[src/rtl/hazard_pkg.sv]
// Shared types and constants for the pipeline hazard control unit.
// Holds the hazard FSM state encoding and the operand-forwarding select codes.
// No logic; imported by the forwarding comparator and the top.
package hazard_pkg;

    // Hazard FSM states: normal flow, load-use bubble, post-branch IF/ID flush
    typedef enum logic [1:0] {
        RUN   = 2'd0,
        STALL = 2'd1,
        FLUSH = 2'd2
    } state_t;

    // Operand source selects driven to the EX-stage operand muxes
    localparam logic [1:0] FWD_RF  = 2'b00;
    localparam logic [1:0] FWD_WB  = 2'b01;
    localparam logic [1:0] FWD_MEM = 2'b10;

endpackage

[src/rtl/fwd_select.sv]
// Forwarding comparator for one ID-stage source operand.
// Purely combinational, zero latency.
// No flow control; the select follows the pipeline stage registers directly.
module fwd_select
    import hazard_pkg::*;
#(
    parameter int REG_ADDR_W = 5
) (
    input  logic [REG_ADDR_W-1:0] src_reg,
    input  logic [REG_ADDR_W-1:0] mem_rd,
    input  logic                  mem_reg_write,
    input  logic [REG_ADDR_W-1:0] wb_rd,
    input  logic                  wb_reg_write,
    output logic [1:0]            fwd
);

    // MEM holds the younger result, so it wins over WB; register 0 is never forwarded
    always_comb begin
        fwd = FWD_RF;
        if (mem_reg_write && (mem_rd != '0) && (mem_rd == src_reg)) begin
            fwd = FWD_MEM;
        end else if (wb_reg_write && (wb_rd != '0) && (wb_rd == src_reg)) begin
            fwd = FWD_WB;
        end
    end

endmodule

[src/rtl/hazard_ctrl_unit.sv]
// Pipeline hazard control: load-use stalls, branch flushes, operand forwarding.
// Control outputs react in the same cycle; stall/flush sequencing is held in the FSM.
// A taken branch overrides any stall; reset drops any in-progress stall or flush.
module hazard_ctrl_unit
    import hazard_pkg::*;
#(
    parameter int REG_ADDR_W        = 5,
    parameter int LOAD_STALL_CYCLES = 1,
    parameter int FLUSH_CYCLES      = 1,
    parameter int CNT_W             = 16
) (
    input  logic                  clk,
    input  logic                  rst,
    input  logic [REG_ADDR_W-1:0] id_rs,
    input  logic [REG_ADDR_W-1:0] id_rt,
    input  logic                  id_rs_used,
    input  logic                  id_rt_used,
    input  logic [REG_ADDR_W-1:0] ex_rd,
    input  logic                  ex_reg_write,
    input  logic                  ex_mem_read,
    input  logic [REG_ADDR_W-1:0] mem_rd,
    input  logic                  mem_reg_write,
    input  logic [REG_ADDR_W-1:0] wb_rd,
    input  logic                  wb_reg_write,
    input  logic                  branch_taken,
    output logic                  pc_write_en,
    output logic                  ifid_write_en,
    output logic                  ifid_flush,
    output logic                  idex_flush,
    output logic [1:0]            fwd_a,
    output logic [1:0]            fwd_b,
    output logic                  stall_active,
    output logic [CNT_W-1:0]      stall_cycles,
    output logic [CNT_W-1:0]      flush_events
);

    state_t           state_q, state_d;
    logic [1:0]       count_q, count_d;
    logic [CNT_W-1:0] stall_cycles_q, flush_events_q;
    logic             load_use;
    logic             bubble;
    logic             pc_we_c, ifid_we_c, ifid_flush_c, idex_flush_c;

    // A load's result only exists after MEM, so a dependent ID instruction must wait
    assign load_use = ex_mem_read && (ex_rd != '0) &&
                      ((id_rs_used && (ex_rd == id_rs)) ||
                       (id_rt_used && (ex_rd == id_rt)));

    // Every stage writes registers through WB, so the EX write flag adds nothing here
    logic unused_ex_reg_write;
    assign unused_ex_reg_write = ex_reg_write;

    // Next-state and same-cycle control decode; branch overrides everything
    always_comb begin
        state_d      = state_q;
        count_d      = count_q;
        pc_we_c      = 1'b1;
        ifid_we_c    = 1'b1;
        ifid_flush_c = 1'b0;
        idex_flush_c = 1'b0;
        bubble       = 1'b0;
        if (branch_taken) begin
            ifid_flush_c = 1'b1;
            idex_flush_c = 1'b1;
            if (FLUSH_CYCLES > 1) begin
                state_d = FLUSH;
                count_d = 2'(FLUSH_CYCLES - 1);
            end else begin
                state_d = RUN;
                count_d = 2'd0;
            end
        end else begin
            case (state_q)
                RUN: begin
                    if (load_use) begin
                        pc_we_c      = 1'b0;
                        ifid_we_c    = 1'b0;
                        idex_flush_c = 1'b1;
                        bubble       = 1'b1;
                        if (LOAD_STALL_CYCLES > 1) begin
                            state_d = STALL;
                            count_d = 2'(LOAD_STALL_CYCLES - 1);
                        end
                    end
                end
                STALL: begin
                    pc_we_c      = 1'b0;
                    ifid_we_c    = 1'b0;
                    idex_flush_c = 1'b1;
                    bubble       = 1'b1;
                    if (count_q <= 2'd1) begin
                        state_d = RUN;
                        count_d = 2'd0;
                    end else begin
                        count_d = count_q - 2'd1;
                    end
                end
                FLUSH: begin
                    ifid_flush_c = 1'b1;
                    if (count_q <= 2'd1) begin
                        state_d = RUN;
                        count_d = 2'd0;
                    end else begin
                        count_d = count_q - 2'd1;
                    end
                end
                default: begin
                    state_d = RUN;
                    count_d = 2'd0;
                end
            endcase
        end
    end

    // FSM state and remaining-cycle count
    always_ff @(posedge clk or posedge rst) begin
        if (rst) begin
            state_q <= RUN;
            count_q <= 2'd0;
        end else begin
            state_q <= state_d;
            count_q <= count_d;
        end
    end

    // Saturating performance counters: stall bubbles and taken branches
    always_ff @(posedge clk or posedge rst) begin
        if (rst) begin
            stall_cycles_q <= '0;
            flush_events_q <= '0;
        end else begin
            if (bubble && (stall_cycles_q != '1)) begin
                stall_cycles_q <= stall_cycles_q + CNT_W'(1);
            end
            if (branch_taken && (flush_events_q != '1)) begin
                flush_events_q <= flush_events_q + CNT_W'(1);
            end
        end
    end

    // Reset forces the pass-through control values even if the inputs show a hazard
    assign pc_write_en   = rst | pc_we_c;
    assign ifid_write_en = rst | ifid_we_c;
    assign ifid_flush    = ~rst & ifid_flush_c;
    assign idex_flush    = ~rst & idex_flush_c;
    assign stall_active  = (state_q != RUN);
    assign stall_cycles  = stall_cycles_q;
    assign flush_events  = flush_events_q;

    fwd_select #(.REG_ADDR_W(REG_ADDR_W)) u_fwd_a (
        .src_reg       (id_rs),
        .mem_rd        (mem_rd),
        .mem_reg_write (mem_reg_write),
        .wb_rd         (wb_rd),
        .wb_reg_write  (wb_reg_write),
        .fwd           (fwd_a)
    );

    fwd_select #(.REG_ADDR_W(REG_ADDR_W)) u_fwd_b (
        .src_reg       (id_rt),
        .mem_rd        (mem_rd),
        .mem_reg_write (mem_reg_write),
        .wb_rd         (wb_rd),
        .wb_reg_write  (wb_reg_write),
        .fwd           (fwd_b)
    );

endmodule

[config.mk]
export PLATFORM = sky130hd
export DESIGN_NAME = hazard_ctrl_unit
export DESIGN_NICKNAME = d
export VERILOG_FILES = /design/src/rtl/hazard_pkg.sv /design/src/rtl/fwd_select.sv /design/src/rtl/hazard_ctrl_unit.sv
export SDC_FILE = /design/constraint.sdc
export NUM_CORES = 1
export LEC_CHECK = 0
export ABC_AREA = 1
export CAP_MARGIN = 5
export CORE_AREA = 10 10 61 100
export CTS_BUF_LIST = sky130_fd_sc_hd__clkbuf_8
export DETAILED_ROUTE_END_ITERATION = 10
export DIE_AREA = 0 0 71 110
export DONT_BUFFER_PORTS = 1
export PLACE_DENSITY = 0.68
export SYNTH_ARGS = -nofsm -noshare
export SYNTH_HDL_FRONTEND = slang
export SYNTH_SLANG_ARGS = --single-unit
[constraint.sdc]
create_clock -name clk -period 2.13 [get_ports clk]
set_input_delay 0.426 -clock clk [delete_from_list [all_inputs] [get_ports clk]]
set_output_delay 0.426 -clock clk [all_outputs]
set_load 0.03 [all_outputs]
==> results of run 1 <==
[power breakdown]
group	internal, mW	switching (mW)
combinational	0.211	0.400
sequential	0.682	0.0391
clock	0.342	0.236
[per-layer routing]
| layer | global-route usage | up-vias | routed length, um |
|---|---|---|---|
| met5 | 0 | - | 0 |
| met4 | 0.0625 | 0 | 122 |
| met3 | 0.0716 | 12 | 746 |
| met2 | 0.294 | 89 | 3320 |
| met1 | 0.155 | 1022 | 2190 |
| li1 | - | 1128 | - |
[state kept, by name (all words and copies together), names as in the netlist]
register / flops
flush_events: 16
stall_cycles: 16
[final cells by class]
class	count	area share
multi-input combinational	268	0.505
sequential	32	0.295
timing repair buffer	30	0.0830
inverter	38	0.0539
clock buffer	5	0.0254
tap	51	0.0235
clock inverter	3	0.0143
[worst paths after layout]
kind                       depth (start not counted)                            to                          from
max reg2reg                                        8  flush_events[11]$_DFFE_PP0P_   flush_events[0]$_DFFE_PP0P_
min reg2reg                                        3  flush_events[10]$_DFFE_PP0P_  flush_events[10]$_DFFE_PP0P_
min in group clk                                   5  stall_cycles[10]$_DFFE_PP0P_                  branch_taken
min                                                2  stall_cycles[10]$_DFFE_PP0P_                           rst
max in group asynchronous                          2  stall_cycles[14]$_DFFE_PP0P_                           rst
max                                                8  flush_events[11]$_DFFE_PP0P_   flush_events[0]$_DFFE_PP0P_
[cell families (layout without fill, tap and decap cells)]
logic type,after synthesis,after routing
AND/OR/NAND/NOR,213,213
XOR/XNOR,45,45
buffers and inverters,43,76
flip-flops,32,32
AO/OA/AOI/OAI,7,7
adder cells (fa/ha/maj),2,2
other,1,1
[metrics by stage]
step	hold slack, ns	util	setup slack, ns
after global placement	0.443	0.592	0.329
after global routing	0.150	0.616	0.115
after detailed placement	0.453	0.592	0.283
after CTS	0.143	0.616	0.256
after floorplan	0.358	-	-0.327
final	0.125	0.616	0.270
[cell usage in the layout (no fill, tap or decap)]
master	synthesis	routed
sky130_fd_sc_hd__a21oi_1	1	1
sky130_fd_sc_hd__buf_4	4	30
sky130_fd_sc_hd__bufinv_16	0	1
sky130_fd_sc_hd__clkbuf_8	0	5
sky130_fd_sc_hd__clkinv_2	0	1
sky130_fd_sc_hd__clkinvlp_4	0	1
sky130_fd_sc_hd__conb_1	1	1
sky130_fd_sc_hd__dfrtp_1	32	32
sky130_fd_sc_hd__ha_1	2	2
sky130_fd_sc_hd__inv_1	27	27
sky130_fd_sc_hd__inv_2	11	11
sky130_fd_sc_hd__nand2_1	128	128
sky130_fd_sc_hd__nand2_2	1	1
sky130_fd_sc_hd__nand3_1	18	18
sky130_fd_sc_hd__nand3_2	1	1
sky130_fd_sc_hd__nand3b_1	1	1
sky130_fd_sc_hd__nand4_1	10	10
sky130_fd_sc_hd__nand4_2	1	1
sky130_fd_sc_hd__nor2_1	35	35
sky130_fd_sc_hd__nor2_2	2	2
sky130_fd_sc_hd__nor2_4	1	1
sky130_fd_sc_hd__nor3_1	11	11
sky130_fd_sc_hd__nor3_2	2	2
sky130_fd_sc_hd__nor4_1	2	2
sky130_fd_sc_hd__o21ai_0	6	6
sky130_fd_sc_hd__xnor2_1	21	21
sky130_fd_sc_hd__xor2_1	24	24
==> impl_metrics.toml, run 1 <==
[final_layout]
areaGrowthSynthToFinish_pct = 15.2
layout.nets = 411
post-route-cell-area_um2 = 2710
multi_input_comb_area_um2 = 1370
antenna_cells_inserted = 0
final_cells = 427
fill_cell_instance_count_of_the_final_layout = 420
layout-drive-gt1-share = 0.152
area.sequential_um2 = 801

[clock_tree]
postCtsSetupRepairBufs = 0
cts-htree-levels = 2
cts_tree = "done"
cts_sinks = 32
cts_made_buffers = 5
cts.reportedPaths.clkPinSlew_ns = 0.07
cts_max_path_buffers = 2
cts_hold_repair.buffers = 0
worstSkewPairLatency_ns = 0.29
root_buffer = "sky130_fd_sc_hd__clkbuf_8"
cts_repair_resize_count = 0

[worst_setup_path]
crit_path_top_delay_cell = "sky130_fd_sc_hd__dfrtp_1"
worst-path-max-fanout = 11
crit_required_ns = 2.35
crit_type = "flip-flop to flip-flop"
worst_path_dominant_cell_family = "simple AND/OR/NAND/NOR gates"
timing.critical_path.cells = "ha_1 > nand3_1 > nor3_2 > nand3_1 > nand2_1 > inv_2 > nand2_1 > xor2_1"
critPathBufInv = 1
slowest_delay_ns = 0.35
start_kind = "flip-flop"
worst-r2r-setup-slack_ns = 0.27
cp-end-kind = "flip-flop"
worst-endpoint-arrival_ns = 2.08

[logic_synthesis]
synth-main-ff-cell = "sky130_fd_sc_hd__dfrtp_1"
post-synth-top-count-cell = "sky130_fd_sc_hd__nand2_1"
yosysSeqAreaShare = 0.340
synthTopCellsByCount = "sky130_fd_sc_hd__nand2_1 (128), sky130_fd_sc_hd__nor2_1 (35), sky130_fd_sc_hd__dfrtp_1 (32)"
mappedNetlistArea_um2 = 2350
ys.warnings.count = 0
synthDominantAreaCellType = "sky130_fd_sc_hd__dfrtp_1"
synth_adder_area_share = 0.0106
number_of_enable_type_register_cells_in_the_synthesized_netlist = 0
ys_seq_elements = 32
synth_top_family_by_area = "simple AND/OR/NAND/NOR gates"
syn_avg_cell_area_um2 = 6.87
synth_cells = 343
synth_xor_area_frac = 0.167
synth-simple-area-share = 0.387
yosysUniqueCellTypes = 24
post_synth_mux_area_share = 0
synth_fp_nets = 379
synth_compound_gate_area_share = 0.0149
post_synth_arst_share = 1.00
synth_area_leaders = "sky130_fd_sc_hd__dfrtp_1 (34%), sky130_fd_sc_hd__nand2_1 (20%), sky130_fd_sc_hd__xor2_1 (8.9%), sky130_fd_sc_hd__xnor2_1 (7.8%), sky130_fd_sc_hd__nor2_1 (5.6%)"
netlist.area_leader.share = 0.340

[routing]
detailed_routing_iteration_count_for_the_pre_antenna_repair_pass = 5
routed_via_density = 5.27
detailedRoute.firstIterationViolations = 72
ant_nets = 0
postRouteWirelength_um = 6380
wirelength_per_cell_um = 14.9
route.detailed.drc = 0
total_via_count_after_detailed_routing = 2251

[grt]
global_route.overflow_total = 0
grt_pass1_wl_um = 10400
grt_max_degree = 33
grt_antenna_before_repair = 0
globalRouteTotalUtil = 0.162
grt_pass1_vias = 2162

[hold_path]
hold_class = "input port to asynchronous set/reset pin"

[floorplanning]
die_y_um = 110
num_io_pins = 75
die_w_um = 71
floorplan.core_area_um2 = 4400
floorplan.initialDensity = 0.535
floorplan.die_area_um2 = 7810
placementRows = 32

[sta]
period_minus_slack_ns = 1.86
max_slew.worst_pin.slew_ns = 0.568
finalSetupTns_ns = 0
achievable-frequency_mhz = 538
setup_repair_after_global_routing_missed_its_margin = "false"
report.final.setup_viol = 0
fin_crit_sh = 0.873
final-max-slew-violation-count = 0
rel_slew_slack = 0.620
report.final.hold_viol_count = 0
timing.clock.skew_ns = 0.00739

[place]
post-place-cells = 419
dpl_cell_area_um2 = 2610
detailed_place_hpwl_um = 5080
placement.io_buffers = 0
gp_congestion = 0.865

[run]
max-cap-violations = 0

[power]
power.ir.vdd_worst_v = 0.000848
power.total_mw = 1.91
areal_power_density_over_the_cells_nw_per_um2 = 704
power_leakage_nw = 1.35

[status]
run_status = "finished, final reports clean"
Note: power is estimated with default switching activity, not from simulation.
==> run 2, diff against run 1 <==
CELL_PAD_IN_SITES_DETAIL_PLACEMENT = 1   (was not set)
CELL_PAD_IN_SITES_GLOBAL_PLACEMENT = 1   (was not set)
CORE_AREA = 10 10 69 114   (was 10 10 61 100)
DIE_AREA = 0 0 79 124   (was 0 0 71 110)
PLACE_DENSITY = not set   (was 0.68)
PLACE_DENSITY_LB_ADDON = 0.1   (was not set)
clock period = 1.7 ns   (was 2.13 ns; I/O delays follow)
==> run 2 against run 1 <==
Net effect: core utilization shrank 11 points; non-clock buffer count grew 20; first-iteration DRC count shrank 18%; critical path depth is the same; sequential cell count is the same; critical endpoint is now flush_events[3]$_DFFE_PP0P_; critical path type unchanged; sequential share of layout area shrank 2.7 points.
==> impl_metrics.toml, run 2 (synthesis results as in run 1) <==
[status]
run_status = "finished, final reports clean"

[routing]
route.detailed.drc = 0
detailedRoute.firstIterationViolations = 59
ant_nets = 0
routed_via_density = 5.00
detailed_routing_iteration_count_for_the_pre_antenna_repair_pass = 4
postRouteWirelength_um = 7980
wirelength_per_cell_um = 16.8
total_via_count_after_detailed_routing = 2371

[grt]
grt_pass1_vias = 2730
global_route.overflow_total = 0
globalRouteTotalUtil = 0.171
grt_antenna_before_repair = 0
grt_max_degree = 33
grt_pass1_wl_um = 13200

[worst_setup_path]
crit_type = "flip-flop to flip-flop"
worst-endpoint-arrival_ns = 1.78
worst-path-max-fanout = 4
cp-end-kind = "flip-flop"
crit_required_ns = 1.88
start_kind = "flip-flop"

[place]
placement.io_buffers = 0
post-place-cells = 466
detailed_place_hpwl_um = 6680
gp_congestion = 0.832

[floorplanning]
die_y_um = 124
floorplan.die_area_um2 = 9800
die_w_um = 79
placementRows = 37
floorplan.core_area_um2 = 5930
floorplan.initialDensity = 0.397
num_io_pins = 75

[power]
areal_power_density_over_the_cells_nw_per_um2 = 820
power.ir.vdd_worst_v = 0.000685
power_leakage_nw = 1.48

[sta]
timing.clock.skew_ns = 0.00524
hold_ws_ns = 0.0477
report.final.hold_viol_count = 0
setup_repair_after_global_routing_missed_its_margin = "true"
fin_crit_sh = 0.941
achievable-frequency_mhz = 625
final-max-slew-violation-count = 0
period_minus_slack_ns = 1.60
finalSetupTns_ns = 0
report.final.setup_viol = 0

[clock_tree]
cts.reportedPaths.clkPinSlew_ns = 0.07
cts_tree = "done"
worstSkewPairLatency_ns = 0.29
cts_sinks = 32
cts_max_path_buffers = 2
postCtsSetupRepairBufs = 0
cts-htree-levels = 2
cts_made_buffers = 5
root_buffer = "sky130_fd_sc_hd__clkbuf_8"

[final_layout]
fill_cell_instance_count_of_the_final_layout = 828
areaGrowthSynthToFinish_pct = 26.9
layout-drive-gt1-share = 0.222
area.sequential_um2 = 801
layout.nets = 431
multi_input_comb_area_um2 = 1440
final_cells = 474
final_cell_mix = "sky130_fd_sc_hd__nand2_1 (126), sky130_fd_sc_hd__buf_4 (48), sky130_fd_sc_hd__nor2_1 (32), sky130_fd_sc_hd__dfrtp_1 (32), sky130_fd_sc_hd__inv_1 (27)"
final_core_utilization = 0.504
layout.cells.most_common = "sky130_fd_sc_hd__nand2_1"
antenna_cells_inserted = 0

[run]
max-cap-violations = 0

[hold_path]
hold_class = "input port to asynchronous set/reset pin"
==> run 2: cell count changes in the layout (fill, tap and decap cells not counted), sizes merged <==
cell | before | now
buf | 30 | 50
==> run 2: what timing repair did <==
action                                  in CTS  in global routing
endpoints found under the setup margin       4                 24
pin swaps                                    0                  2
resized for setup                            1                 10
hold buffers                                 0                  0
==> run 2: final cells by class <==
class                   count  area share
well taps                  78      0.0327
repair buffers             50       0.131
clock inverters             3      0.0130
flip-flops and latches     32       0.268
multi-input cells         268       0.482
inverters                  38      0.0498
clock buffers               5      0.0230
==> run 2: path summary, 6_finish.rpt <==
kind                            cells after the start                      endpoint  slack [ns]                   startpoint
worst min-delay path                                2  flush_events[13]$_DFFE_PP0P_        0.05                          rst
min in group clk                                    4   flush_events[1]$_DFFE_PP0P_        0.35                 branch_taken
worst min register to register                      1   flush_events[4]$_DFFE_PP0P_        0.54  flush_events[4]$_DFFE_PP0P_
worst max register to register                      8   flush_events[3]$_DFFE_PP0P_         0.1  flush_events[0]$_DFFE_PP0P_
max in group asynchronous                           2   stall_cycles[4]$_DFFE_PP0P_        1.34                          rst
worst max-delay path                                8   flush_events[3]$_DFFE_PP0P_         0.1  flush_events[0]$_DFFE_PP0P_
==> run 2: per-stage QoR <==
step           area [um^2]  power [mW]  setup WS, ns
2_1_floorplan         2400        1.46        -0.111
3_3_place_gp          2840        1.72        0.0335
3_5_place_dp          2840        1.73       0.00545
4_1_cts               2950        2.48        0.0406
5_1_grt               2990        2.60       -0.0177
6_report              2990        2.45        0.0996
==> run 2: power breakdown <==
group | internal (mW) | leakage, nW | total (mW) | switching, mW
clock network | 0.429 | 0.0593 | 0.725 | 0.296
registers | 0.854 | 0.428 | 0.934 | 0.0795
logic | 0.288 | 0.994 | 0.791 | 0.503
==> run 2: per-layer routing <==
metal | track usage | wire, um
met2 | 0.355 | 4750
met4 | 0.0788 | 200
met1 | 0.136 | 2410
met3 | 0.0556 | 622
met5 | 0 | 0
==> run 2: worst max-delay path, cell delays in order, from the launching register on <==
cell and delay, ns:
sky130_fd_sc_hd__dfrtp_1 0.36, sky130_fd_sc_hd__ha_2 0.21, sky130_fd_sc_hd__nand3_2 0.13, sky130_fd_sc_hd__nor3_4 0.23, sky130_fd_sc_hd__nand3_2 0.11, sky130_fd_sc_hd__nand2_4 0.13
sky130_fd_sc_hd__buf_4 0.14, sky130_fd_sc_hd__nor2_1 0.04, sky130_fd_sc_hd__xor2_1 0.13
